[src/rtl/dbg_bus_initiator_if.sv]
`default_nettype none
// ============================================================================
// Module      : dbg_bus_initiator_if
// Description : Command/response stream and memory-bus signals of the debug
//               bus initiator, bundled with initiator (master) and
//               environment (slave) views.
// Revision    : 1.0 - initial release
// ============================================================================
interface dbg_bus_initiator_if #(
    parameter int LEN_WIDTH = 8
);
    // Command stream from the debug bridge
    logic                 cmd_valid;
    logic                 cmd_ready;
    logic                 cmd_write;
    logic [31:0]          cmd_addr;
    logic [31:0]          cmd_wdata;
    logic [3:0]           cmd_be;
    logic [LEN_WIDTH-1:0] cmd_len;

    // Response stream back to the bridge
    logic                 rsp_valid;
    logic                 rsp_ready;
    logic [31:0]          rsp_rdata;
    logic                 rsp_err;

    // Memory-mapped bus towards the arbiter and responders
    logic                 bus_req;
    logic                 bus_gnt;
    logic [31:0]          address;
    logic [31:0]          write_data;
    logic [3:0]           write_enable;
    logic [31:0]          read_data;

    // Initiator view
    modport master (
        input  cmd_valid, cmd_write, cmd_addr, cmd_wdata, cmd_be, cmd_len,
        output cmd_ready,
        output rsp_valid, rsp_rdata, rsp_err,
        input  rsp_ready,
        output bus_req, address, write_data, write_enable,
        input  bus_gnt, read_data
    );

    // Bridge / arbiter / responder view
    modport slave (
        output cmd_valid, cmd_write, cmd_addr, cmd_wdata, cmd_be, cmd_len,
        input  cmd_ready,
        input  rsp_valid, rsp_rdata, rsp_err,
        output rsp_ready,
        input  bus_req, address, write_data, write_enable,
        output bus_gnt, read_data
    );
endinterface
`default_nettype wire

[src/rtl/dbg_bus_initiator.sv]
`default_nettype none
// ============================================================================
// Module      : dbg_bus_initiator
// Description : Debug-side bus master. Accepts read/write commands, requests
//               the bus, performs incrementing read bursts and fill write
//               bursts, and returns one response per read word or one per
//               write command.
// Revision    : 1.0 - initial release
// ============================================================================
module dbg_bus_initiator #(
    parameter int READ_LATENCY = 1,  // 1..4
    parameter int LEN_WIDTH    = 8
) (
    input  logic                clk,
    input  logic                reset,
    dbg_bus_initiator_if.master bus,
    output logic                busy
);

    localparam logic [2:0] c_st_idle = 3'd0;
    localparam logic [2:0] c_st_req  = 3'd1;
    localparam logic [2:0] c_st_addr = 3'd2;
    localparam logic [2:0] c_st_wait = 3'd3;
    localparam logic [2:0] c_st_rsp  = 3'd4;

    localparam logic [1:0]           c_wait_init = 2'(READ_LATENCY - 1);
    localparam logic [LEN_WIDTH-1:0] c_len_one   = {{(LEN_WIDTH-1){1'b0}}, 1'b1};

    logic [2:0]           r_state;
    logic                 r_write;
    logic [31:0]          r_addr;
    logic [31:0]          r_wdata;
    logic [3:0]           r_be;
    logic [LEN_WIDTH-1:0] r_cnt;   // words remaining after the current one
    logic [1:0]           r_wait;

    logic                 w_last;
    logic [31:0]          w_next_addr;

    assign w_last      = (r_cnt == '0);
    // Wraps modulo 2**32 by construction
    assign w_next_addr = r_addr + 32'd4;

    // Single FSM: state, burst bookkeeping and every registered output
    always_ff @(posedge clk) begin
        if (reset) begin
            r_state          <= c_st_idle;
            r_write          <= 1'b0;
            r_addr           <= 32'd0;
            r_wdata          <= 32'd0;
            r_be             <= 4'd0;
            r_cnt            <= '0;
            r_wait           <= 2'd0;
            busy             <= 1'b0;
            bus.cmd_ready    <= 1'b1;
            bus.rsp_valid    <= 1'b0;
            bus.rsp_rdata    <= 32'd0;
            bus.rsp_err      <= 1'b0;
            bus.bus_req      <= 1'b0;
            bus.address      <= 32'd0;
            bus.write_data   <= 32'd0;
            bus.write_enable <= 4'd0;
        end else begin
            case (r_state)
                c_st_idle: begin
                    if (bus.cmd_valid && bus.cmd_ready) begin
                        r_write       <= bus.cmd_write;
                        r_addr        <= bus.cmd_addr;
                        r_wdata       <= bus.cmd_wdata;
                        r_be          <= bus.cmd_be;
                        r_cnt         <= bus.cmd_len;
                        bus.cmd_ready <= 1'b0;
                        busy          <= 1'b1;
                        if (bus.cmd_addr[1:0] != 2'b00) begin
                            // Misaligned: answer with an error, never touch the bus
                            r_state       <= c_st_rsp;
                            bus.rsp_valid <= 1'b1;
                            bus.rsp_err   <= 1'b1;
                            bus.rsp_rdata <= 32'd0;
                        end else begin
                            r_state     <= c_st_req;
                            bus.bus_req <= 1'b1;
                        end
                    end
                end

                c_st_req: begin
                    if (bus.bus_gnt) begin
                        r_state     <= c_st_addr;
                        bus.address <= r_addr;
                        if (r_write) begin
                            bus.write_data   <= r_wdata;
                            bus.write_enable <= r_be;
                        end
                    end
                end

                c_st_addr: begin
                    if (r_write) begin
                        if (w_last) begin
                            r_state          <= c_st_rsp;
                            bus.rsp_valid    <= 1'b1;
                            bus.rsp_err      <= 1'b0;
                            bus.rsp_rdata    <= 32'd0;
                            bus.bus_req      <= 1'b0;
                            bus.address      <= 32'd0;
                            bus.write_data   <= 32'd0;
                            bus.write_enable <= 4'd0;
                        end else begin
                            r_addr <= w_next_addr;
                            r_cnt  <= r_cnt - c_len_one;
                            if (bus.bus_gnt) begin
                                // Back-to-back fill beat: data and strobes stay put
                                bus.address <= w_next_addr;
                            end else begin
                                r_state          <= c_st_req;
                                bus.address      <= 32'd0;
                                bus.write_data   <= 32'd0;
                                bus.write_enable <= 4'd0;
                            end
                        end
                    end else begin
                        r_state <= c_st_wait;
                        r_wait  <= c_wait_init;
                    end
                end

                c_st_wait: begin
                    if (r_wait == 2'd0) begin
                        r_state       <= c_st_rsp;
                        bus.rsp_valid <= 1'b1;
                        bus.rsp_rdata <= bus.read_data;
                        bus.rsp_err   <= 1'b0;
                        bus.address   <= 32'd0;
                        bus.bus_req   <= !w_last;
                    end else begin
                        r_wait <= r_wait - 2'd1;
                    end
                end

                c_st_rsp: begin
                    if (bus.rsp_ready) begin
                        bus.rsp_valid <= 1'b0;
                        bus.rsp_rdata <= 32'd0;
                        bus.rsp_err   <= 1'b0;
                        if (!r_write && !bus.rsp_err && !w_last) begin
                            // Next word of a read burst; bus_req is still held
                            r_addr <= w_next_addr;
                            r_cnt  <= r_cnt - c_len_one;
                            if (bus.bus_gnt) begin
                                r_state     <= c_st_addr;
                                bus.address <= w_next_addr;
                            end else begin
                                r_state <= c_st_req;
                            end
                        end else begin
                            r_state       <= c_st_idle;
                            bus.cmd_ready <= 1'b1;
                            bus.bus_req   <= 1'b0;
                            busy          <= 1'b0;
                        end
                    end
                end

                default: begin
                    r_state          <= c_st_idle;
                    bus.cmd_ready    <= 1'b1;
                    bus.rsp_valid    <= 1'b0;
                    bus.bus_req      <= 1'b0;
                    bus.address      <= 32'd0;
                    bus.write_data   <= 32'd0;
                    bus.write_enable <= 4'd0;
                    busy             <= 1'b0;
                end
            endcase
        end
    end

endmodule
`default_nettype wire
[src/flat_wrapper.sv]
// flat-port wrapper written by rule: the top's interface ports become plain ports
module dbg_bus_initiator_flat 
#(
    parameter int READ_LATENCY = 1,         
    parameter int LEN_WIDTH    = 8
)
  (clk, reset, busy, bus_cmd_valid, bus_cmd_write, bus_cmd_addr, bus_cmd_wdata, bus_cmd_be, bus_cmd_len, bus_cmd_ready, bus_rsp_valid, bus_rsp_rdata, bus_rsp_err, bus_rsp_ready, bus_bus_req, bus_address, bus_write_data, bus_write_enable, bus_bus_gnt, bus_read_data);
  dbg_bus_initiator_if #(.LEN_WIDTH(LEN_WIDTH)) bus_i ();
  input  logic clk;
  input  logic reset;
  output logic busy;
  input wire logic [$bits(bus_i.cmd_valid)-1:0] bus_cmd_valid;
  input wire logic [$bits(bus_i.cmd_write)-1:0] bus_cmd_write;
  input wire logic [$bits(bus_i.cmd_addr)-1:0] bus_cmd_addr;
  input wire logic [$bits(bus_i.cmd_wdata)-1:0] bus_cmd_wdata;
  input wire logic [$bits(bus_i.cmd_be)-1:0] bus_cmd_be;
  input wire logic [$bits(bus_i.cmd_len)-1:0] bus_cmd_len;
  output wire logic [$bits(bus_i.cmd_ready)-1:0] bus_cmd_ready;
  output wire logic [$bits(bus_i.rsp_valid)-1:0] bus_rsp_valid;
  output wire logic [$bits(bus_i.rsp_rdata)-1:0] bus_rsp_rdata;
  output wire logic [$bits(bus_i.rsp_err)-1:0] bus_rsp_err;
  input wire logic [$bits(bus_i.rsp_ready)-1:0] bus_rsp_ready;
  output wire logic [$bits(bus_i.bus_req)-1:0] bus_bus_req;
  output wire logic [$bits(bus_i.address)-1:0] bus_address;
  output wire logic [$bits(bus_i.write_data)-1:0] bus_write_data;
  output wire logic [$bits(bus_i.write_enable)-1:0] bus_write_enable;
  input wire logic [$bits(bus_i.bus_gnt)-1:0] bus_bus_gnt;
  input wire logic [$bits(bus_i.read_data)-1:0] bus_read_data;
  assign bus_i.cmd_valid = bus_cmd_valid;
  assign bus_i.cmd_write = bus_cmd_write;
  assign bus_i.cmd_addr = bus_cmd_addr;
  assign bus_i.cmd_wdata = bus_cmd_wdata;
  assign bus_i.cmd_be = bus_cmd_be;
  assign bus_i.cmd_len = bus_cmd_len;
  assign bus_cmd_ready = bus_i.cmd_ready;
  assign bus_rsp_valid = bus_i.rsp_valid;
  assign bus_rsp_rdata = bus_i.rsp_rdata;
  assign bus_rsp_err = bus_i.rsp_err;
  assign bus_i.rsp_ready = bus_rsp_ready;
  assign bus_bus_req = bus_i.bus_req;
  assign bus_address = bus_i.address;
  assign bus_write_data = bus_i.write_data;
  assign bus_write_enable = bus_i.write_enable;
  assign bus_i.bus_gnt = bus_bus_gnt;
  assign bus_i.read_data = bus_read_data;
  dbg_bus_initiator #(.READ_LATENCY(READ_LATENCY), .LEN_WIDTH(LEN_WIDTH)) u_core (.clk(clk), .reset(reset), .bus(bus_i), .busy(busy));
endmodule
[config.mk]
export PLATFORM = sky130hd
export DESIGN_NAME = dbg_bus_initiator_flat
export DESIGN_NICKNAME = d
export VERILOG_FILES = /design/src/rtl/dbg_bus_initiator_if.sv /design/src/rtl/dbg_bus_initiator.sv /design/src/flat_wrapper.sv
export SDC_FILE = /design/constraint.sdc
export NUM_CORES = 1
export LEC_CHECK = 0
export ABC_CLOCK_PERIOD_IN_PS = 5600
export CAP_MARGIN = 25
export CORE_ASPECT_RATIO = 1.2
export CORE_MARGIN = 2
export CORE_UTILIZATION = 53
export DETAILED_ROUTE_END_ITERATION = 6
export PLACE_DENSITY = 0.86
export SETUP_SLACK_MARGIN = 0.5
export SYNTH_ARGS = -nofsm -noshare
export SYNTH_HDL_FRONTEND = slang
export SYNTH_SLANG_ARGS = --single-unit
export TNS_END_PERCENT = 5
[constraint.sdc]
create_clock -name clk -period 5.6 [get_ports clk]
set_input_delay 0.84 -clock clk [delete_from_list [all_inputs] [get_ports clk]]
set_output_delay 0.84 -clock clk [all_outputs]
set_load 0.02 [all_outputs]
==> key figures <==
Worst setup path
  – R2R cell count: 6
  – CP arrival: 3.35 ns
  – Crit Path Category: flip-flop to flip-flop
  – R2R Path End: u_core.bus.address[12]$_SDFFE_PP0P_
  – Critical Path End: u_core.bus.address[12]$_SDFFE_PP0P_
  – Crit-path max FO: 24
  – Worst Path Required: 5.97 ns
  – CP startpoint: u_core.r_state[1]$_SDFFE_PP0P_
  – CP startpoint kind: flip-flop
  – Worst R2R Setup Slack: 2.63 ns
  – Critical path endpoint category: flip-flop
  – Reg2reg start: u_core.r_state[1]$_SDFFE_PP0P_

Clocking
  – Cts bufs inserted: 17
  – Max H-tree Level: 4
  – Worst-skew pair later-pin latency: 0.43 ns
  – CTS tree: done
  – Clock sinks: 187
  – Clock transition at path regs: 0.07 ns
  – Root Buffer Master: clkbuf_16
  – Max clock buf depth: 2
  – Post-CTS resize count: 0
  – Setup bufs post-CTS: 0
  – Hold buffers post-CTS: 0

Final layout
  – Nets: 1,383
  – Cell Count, Final, Fillers Out: 1,487
  – Layout area overhead: 34.3%
  – Diodes inserted: 0
  – Layout cells sized above 1: 5.16%
  – Most frequent cells in the layout: 235 x nand2_1, 217 x clkdlybuf4s50_1, 187 x dfxtp_1
  – Most common cell after layout, fill and taps aside: nand2_1
  – Fill count: 1,182

Synthesis
  – Synth Instances: 1,108
  – Synth Register Bits: 187
  – Largest area contributor in the netlist: dfxtp_1
  – Net Count, Synth: 1,225
  – Post-synth EDFFs: 0
  – Library cells used by synthesis: 53
  – Top post-synthesis cells by area: dfxtp_1 44%, a21oi_1 11%, nand2_1 11%
  – Mean post-synth cell area: 7.61 sq um
  – Main flop type after synthesis: dfxtp_1
  – Cell Area, Synth: 8430 sq um
  – Post-synthesis async set-or-reset flop share: 0%
  – Yosys top cell area share: 44.4%
  – Post-synthesis sequential area ratio: 44.4%
  – Synth warnings: 0

Timing
  – Fin crit share: 53.1%
  – Setup TNS: 0 ns
  – Final-report max-slew violation count: 0
  – Worst relative slew slack: 35.2%
  – Final Setup Violations: 0
  – RSZ-0062 raised after global routing: no
  – Crit path time final: 2.97 ns
  – Max Fclk: 0.336 GHz
  – Clk_skew: 0.00824 ns
  – Final Hold Vio Count: 0
  – Worst Tran Pin Value: 0.971 ns

GRT
  – Largest net degree at the start of global routing: 79
  – First-pass GRT wire length: 39,700 um
  – Grt total ovfl: 0
  – Vias in the first global route: 7,995
  – GRT Total Usage: 28.5%
  – Initial antenna violation count: 0

Power
  – VDD IR max: 281 uV
  – Lkg Pwr: 0.00387 uW
  – Pwr dens: 451 nW/um^2

Floorplanning
  – Row count: 50
  – Die height: 142 um
  – Core Region: 15,600 sq um
  – Ports: 219
  – Die area: 16,900 sq um
  – Floorplan die width: 119 um
  – Initial core utilization: 54.1%

Routing
  – Post-DR vias/cell: 5.87
  – 1st-iter DRT viols: 1,044
  – First-pass DRT Iterations: 6
  – Vias: 8,726
  – DRT Wirelength: 24,700 um
  – WL per Instance: 16.6 um
  – Post-route ant nets: 0
  – # DRC: 0

Placement
  – Post-DP HPWL: 15,800 um
  – Placed cells: 1,454
  – IO buf count: 218
  – GP Congestion: 0.879

Min path
  – HP Class: flip-flop to flip-flop
  – HP Start: u_core.bus.rsp_rdata[8]$_SDFFE_PP0P_

Outcome
  – Run status: finished, final reports clean

Flow run
  – Max Cap Violations: 0
-- cells by family after synthesis --
kind of cell | count (synthesis) | share of synthesized area [%]
compound gates | 336 | 24.7
xor+xnor | 1 | 0.104
fa+ha+maj | 3 | 0.445
buf+inv | 110 | 5.28
flops | 187 | 44.4
mux | 3 | 0.356
simple gates | 468 | 24.8
-- worst min path at each step --
stage / end / slack (ns) / cells past startpoint
floorplan: u_core.r_be[0]$_SDFFE_PP0P_ / 0.44 / 2
global route: u_core.bus.rsp_rdata[15]$_SDFFE_PP0P_ / 0.46 / 2
global placement: u_core.bus.write_data[16]$_SDFFE_PP0P_ / 0.44 / 2
detailed placement: u_core.bus.rsp_rdata[6]$_SDFFE_PP0P_ / 0.44 / 2
CTS: u_core.bus.rsp_rdata[6]$_SDFFE_PP0P_ / 0.45 / 2
finish: u_core.bus.rsp_rdata[8]$_SDFFE_PP0P_ / 0.45 / 2
-- cell usage after synthesis, drive strengths merged (2+ instances only) --
| cell type | instances |
|---|---|
| a211oi | 9 |
| a21o | 7 |
| a21oi | 183 |
| a22o | 10 |
| a22oi | 4 |
| a311oi | 2 |
| a31o | 4 |
| a31oi | 18 |
| a32o | 14 |
| and2 | 5 |
| and3 | 6 |
| and4 | 5 |
| buf | 23 |
| clkbuf | 76 |
| clkinv | 2 |
| dfxtp | 187 |
| ha | 3 |
| inv | 9 |
| mux2i | 3 |
| nand2 | 236 |
| nand2b | 7 |
| nand3 | 102 |
| nand4 | 7 |
| nor2 | 40 |
| nor2b | 6 |
| nor3 | 36 |
| nor3b | 2 |
| nor4 | 4 |
| o211ai | 5 |
| o21ai | 24 |
| o21bai | 12 |
| o22ai | 5 |
| o31ai | 8 |
| o32ai | 22 |
| o41ai | 2 |
| or2 | 4 |
| or3 | 4 |
| or4 | 3 |
-- sequential cells by signal, indices dropped and copies added, names as in the netlist, 2 cells and up --
name and flops:
u_core.bus.rsp_rdata 32, u_core.bus.write_enable 4, u_core.r_state 3, u_core.r_addr 32, u_core.bus.write_data 32, u_core.r_wdata 32, u_core.r_be 4, u_core.r_wait 2
u_core.r_cnt 8, u_core.bus.address 32
-- worst max-delay path, stage by stage (launching register included) --
cell and delay [ns]:
dfxtp_1 0.76, nor2_1 0.32, and2_1 0.29, a211oi_2 0.19
buf_4 0.23, and3_1 0.82, a32o_1 0.29
-- metrics by stage --
step                util (%)  power, uW  worst slack (ns)  cell area, sq um  hold WS [ns]
floorplan                  -       3210              3.29              8430         0.437
global placement        68.3       3670              2.40             10600         0.437
detailed placement      68.3       3720              2.35             10600         0.443
CTS                     72.5       5080              2.61             11300         0.453
global route            72.7       5410              2.49             11300         0.464
finish                  72.7       5110              2.63             11300         0.451
-- layout make-up --
type	instances	area, sq um	area share [%]
clock buffers	17	425	3.76
inverters	11	41.3	0.365
multi-input cells	811	4270	37.7
well taps	208	260	2.30
clock inverters	15	234	2.07
repair buffers	238	2350	20.8
flip-flops and latches	187	3740	33.1
-- routing by layer --
layer | vias to the layer above | share of wire [%] | wire length [um] | GRT usage (%)
met2 | 378 | 50 | 12400 | 47.8
met1 | 4057 | 40 | 9900 | 35.5
li1 | 4264 | - | - | -
met5 | - | 0 | 0 | 0
met4 | 0 | 1.4 | 338 | 9.77
met3 | 27 | 8.2 | 2010 | 7.61
-- power by group --
part           total [uW]  leakage (uW)  switching, uW  internal [uW]
logic                1930       0.00204           1240            692
clock network        1360      0.000317            555            803
registers            1820       0.00152            272           1550
total                5110       0.00387           2060           3040
No activity file was read; power rests on OpenSTA's default activity.
==> variant: new RTL, config.mk and constraints unchanged <==
`LEN_WIDTH` is set to 8 in 3 places; all go to 16.
--- a/src/rtl/dbg_bus_initiator_if.sv
+++ b/src/rtl/dbg_bus_initiator_if.sv
@@ -8,5 +8,5 @@
 // ============================================================================
 interface dbg_bus_initiator_if #(
-    parameter int LEN_WIDTH = 8
+    parameter int LEN_WIDTH = 16
 );
     // Command stream from the debug bridge
--- a/src/rtl/dbg_bus_initiator.sv
+++ b/src/rtl/dbg_bus_initiator.sv
@@ -10,5 +10,5 @@
 module dbg_bus_initiator #(
     parameter int READ_LATENCY = 1,  // 1..4
-    parameter int LEN_WIDTH    = 8
+    parameter int LEN_WIDTH    = 16
 ) (
     input  logic                clk,
--- a/src/flat_wrapper.sv
+++ b/src/flat_wrapper.sv
@@ -3,5 +3,5 @@
 #(
     parameter int READ_LATENCY = 1,         
-    parameter int LEN_WIDTH    = 8
+    parameter int LEN_WIDTH    = 16
 )
   (clk, reset, busy, bus_cmd_valid, bus_cmd_write, bus_cmd_addr, bus_cmd_wdata, bus_cmd_be, bus_cmd_len, bus_cmd_ready, bus_rsp_valid, bus_rsp_rdata, bus_rsp_err, bus_rsp_ready, bus_bus_req, bus_address, bus_write_data, bus_write_enable, bus_bus_gnt, bus_read_data);
Interface: changed (resized bus_cmd_len); port bits go from 219 to 227. The function was not compared with the original's and may differ.
==> variant against the unedited design <==
  * Design area increased by 6.5%
  * Sequential cell count increased by 8
  * First-iteration DRC count decreased by 0.96%
  * Critical path depth unchanged
  * Area after synthesis increased by 10%
  * Wire length increased by 12%
  * Final cell count increased by 7.8%
  * Global-route usage decreased by 0.14 points
  * Die area increased by 9.9%
  * Worst setup slack got worse by 0.31 ns
  * Power increased by 10%
  * Critical path type unchanged
  * Largest cell class unchanged
==> variant: results (changes against the unedited design) <==
Pwr
  • Leakage: 4.22 nW (was 3.87 nW)
  • Clock Power Share: 22.3% (was 26.6%)
  • Pint: 3.15 mW (was 3.04 mW)
  • Peak supply drop: 0.364 mV (was 0.281 mV)
  • Power Density: 468 nW/um2 (was 451 nW/um2)

Worst setup path
  • CP max stage delay: 0.85 ns (was 0.82 ns)
  • CP Max Fanout: 35 (was 24)
  • Flop2flop setup slack: 2.32 ns (was 2.63 ns)
  • Critical path's slowest cell: dfxtp_1 (was and3_1)
  • Worst Path Arrival: 3.63 ns (was 3.35 ns)
  • Delay-heaviest family, CP: compound AO/OA/AOI/OAI gates (was simple AND/OR/NAND/NOR gates)

Route
  • Drt total wl: 27.7 mm (was 24.7 mm)
  • Routed length on met3: 2.15 mm (was 2.01 mm)
  • Routed wl met2: 13.6 mm (was 12.4 mm)
  • Met1 WL: 11.1 mm (was 9.90 mm)
  • Vias: 9803 (was 8726)
  • Iter 0 DRT Violations: 1034 (was 1044)

Logic synthesis
  • Post-synthesis sequential area ratio: 42.0% (was 44.4%)
  • Most used DFF post-synth: dfxtp_1 (unchanged)
  • Synth cell count leaders: nand2_1, dfxtp_1, a21oi_1 (unchanged)
  • Syn nets: 1340 (was 1225)
  • Synth top area cells: dfxtp_1, nand2_1, a21oi_1 (was dfxtp_1, a21oi_1, nand2_1)
  • Netlist cell types: 72 (was 53)
  • Syn_area_per_cell: 7.66 um2 (was 7.61 um2)

STA
  • Layout Skew: 0.0127 ns (was 0.00824 ns)
  • Worst hold slack: 0.450 ns (was 0.451 ns)
  • Tcrit/Tclk final: 58.6% (was 53.1%)
  • Least-Margin Pin Slew: 0.927 ns (was 0.971 ns)

Global route
  • Largest net degree at the start of global routing: 109 (was 79)
  • GR Util met3: 5.38% (was 7.61%)
  • Total GRT Usage: 28.4% (was 28.5%)
  • Global-route wire length before repair: 43.8 mm (was 39.7 mm)
  • Met1 usage: 35.1% (was 35.5%)

Final layout
  • Share of layout cells above drive strength 1: 5.21% (was 5.16%)
  • # diodes: 0 (unchanged)
  • Final nets: 1496 (was 1383)
  • Final non-filler cell total: 1603 (was 1487)

Place
  • Placer congestion estimate: 0.949 (was 0.879)
  • IO Port Bufs: 226 (was 218)
  • Dpl ws: 2.02 ns (was 2.35 ns)
  • Final HPWL DP: 18.0 mm (was 15.8 mm)
  • Placed instance area: 11400 um2 (was 10600 um2)
  • Placed Instances: 1570 (was 1454)

Status
  • Status: complete, no violations (unchanged)
==> variant: layout make-up <==
cell class	count	area (um2)
fill	1416	5320
multi-input combinational	907	4850
sequential	195	3900
timing repair buffer	240	2380
clock buffer	17	425
tap	220	275
clock inverter	15	188
inverter	9	33.8
==> variant: kinds of logic after synthesis <==
family | count (synthesis) | share of synthesized area (%)
AOI/OAI and AO/OA | 374 | 24.2
xor gates and xnor gates | 1 | 0.0942
adders and majority gates | 4 | 0.538
buffers and inverters | 112 | 6.23
DFF | 195 | 42.0
and+or+nand+nor | 528 | 26.9
==> variant: path summary, 6_finish.rpt <==
kind,start,endpoint,cells past startpoint
setup / recovery,u_core.r_state[1],u_core.bus.rsp_rdata[13],6
hold / removal,u_core.bus.write_data[28],u_core.bus.write_data[28],2
setup reg to reg,u_core.r_state[1],u_core.bus.rsp_rdata[13],6
hold reg to reg,u_core.bus.write_data[28],u_core.bus.write_data[28],2
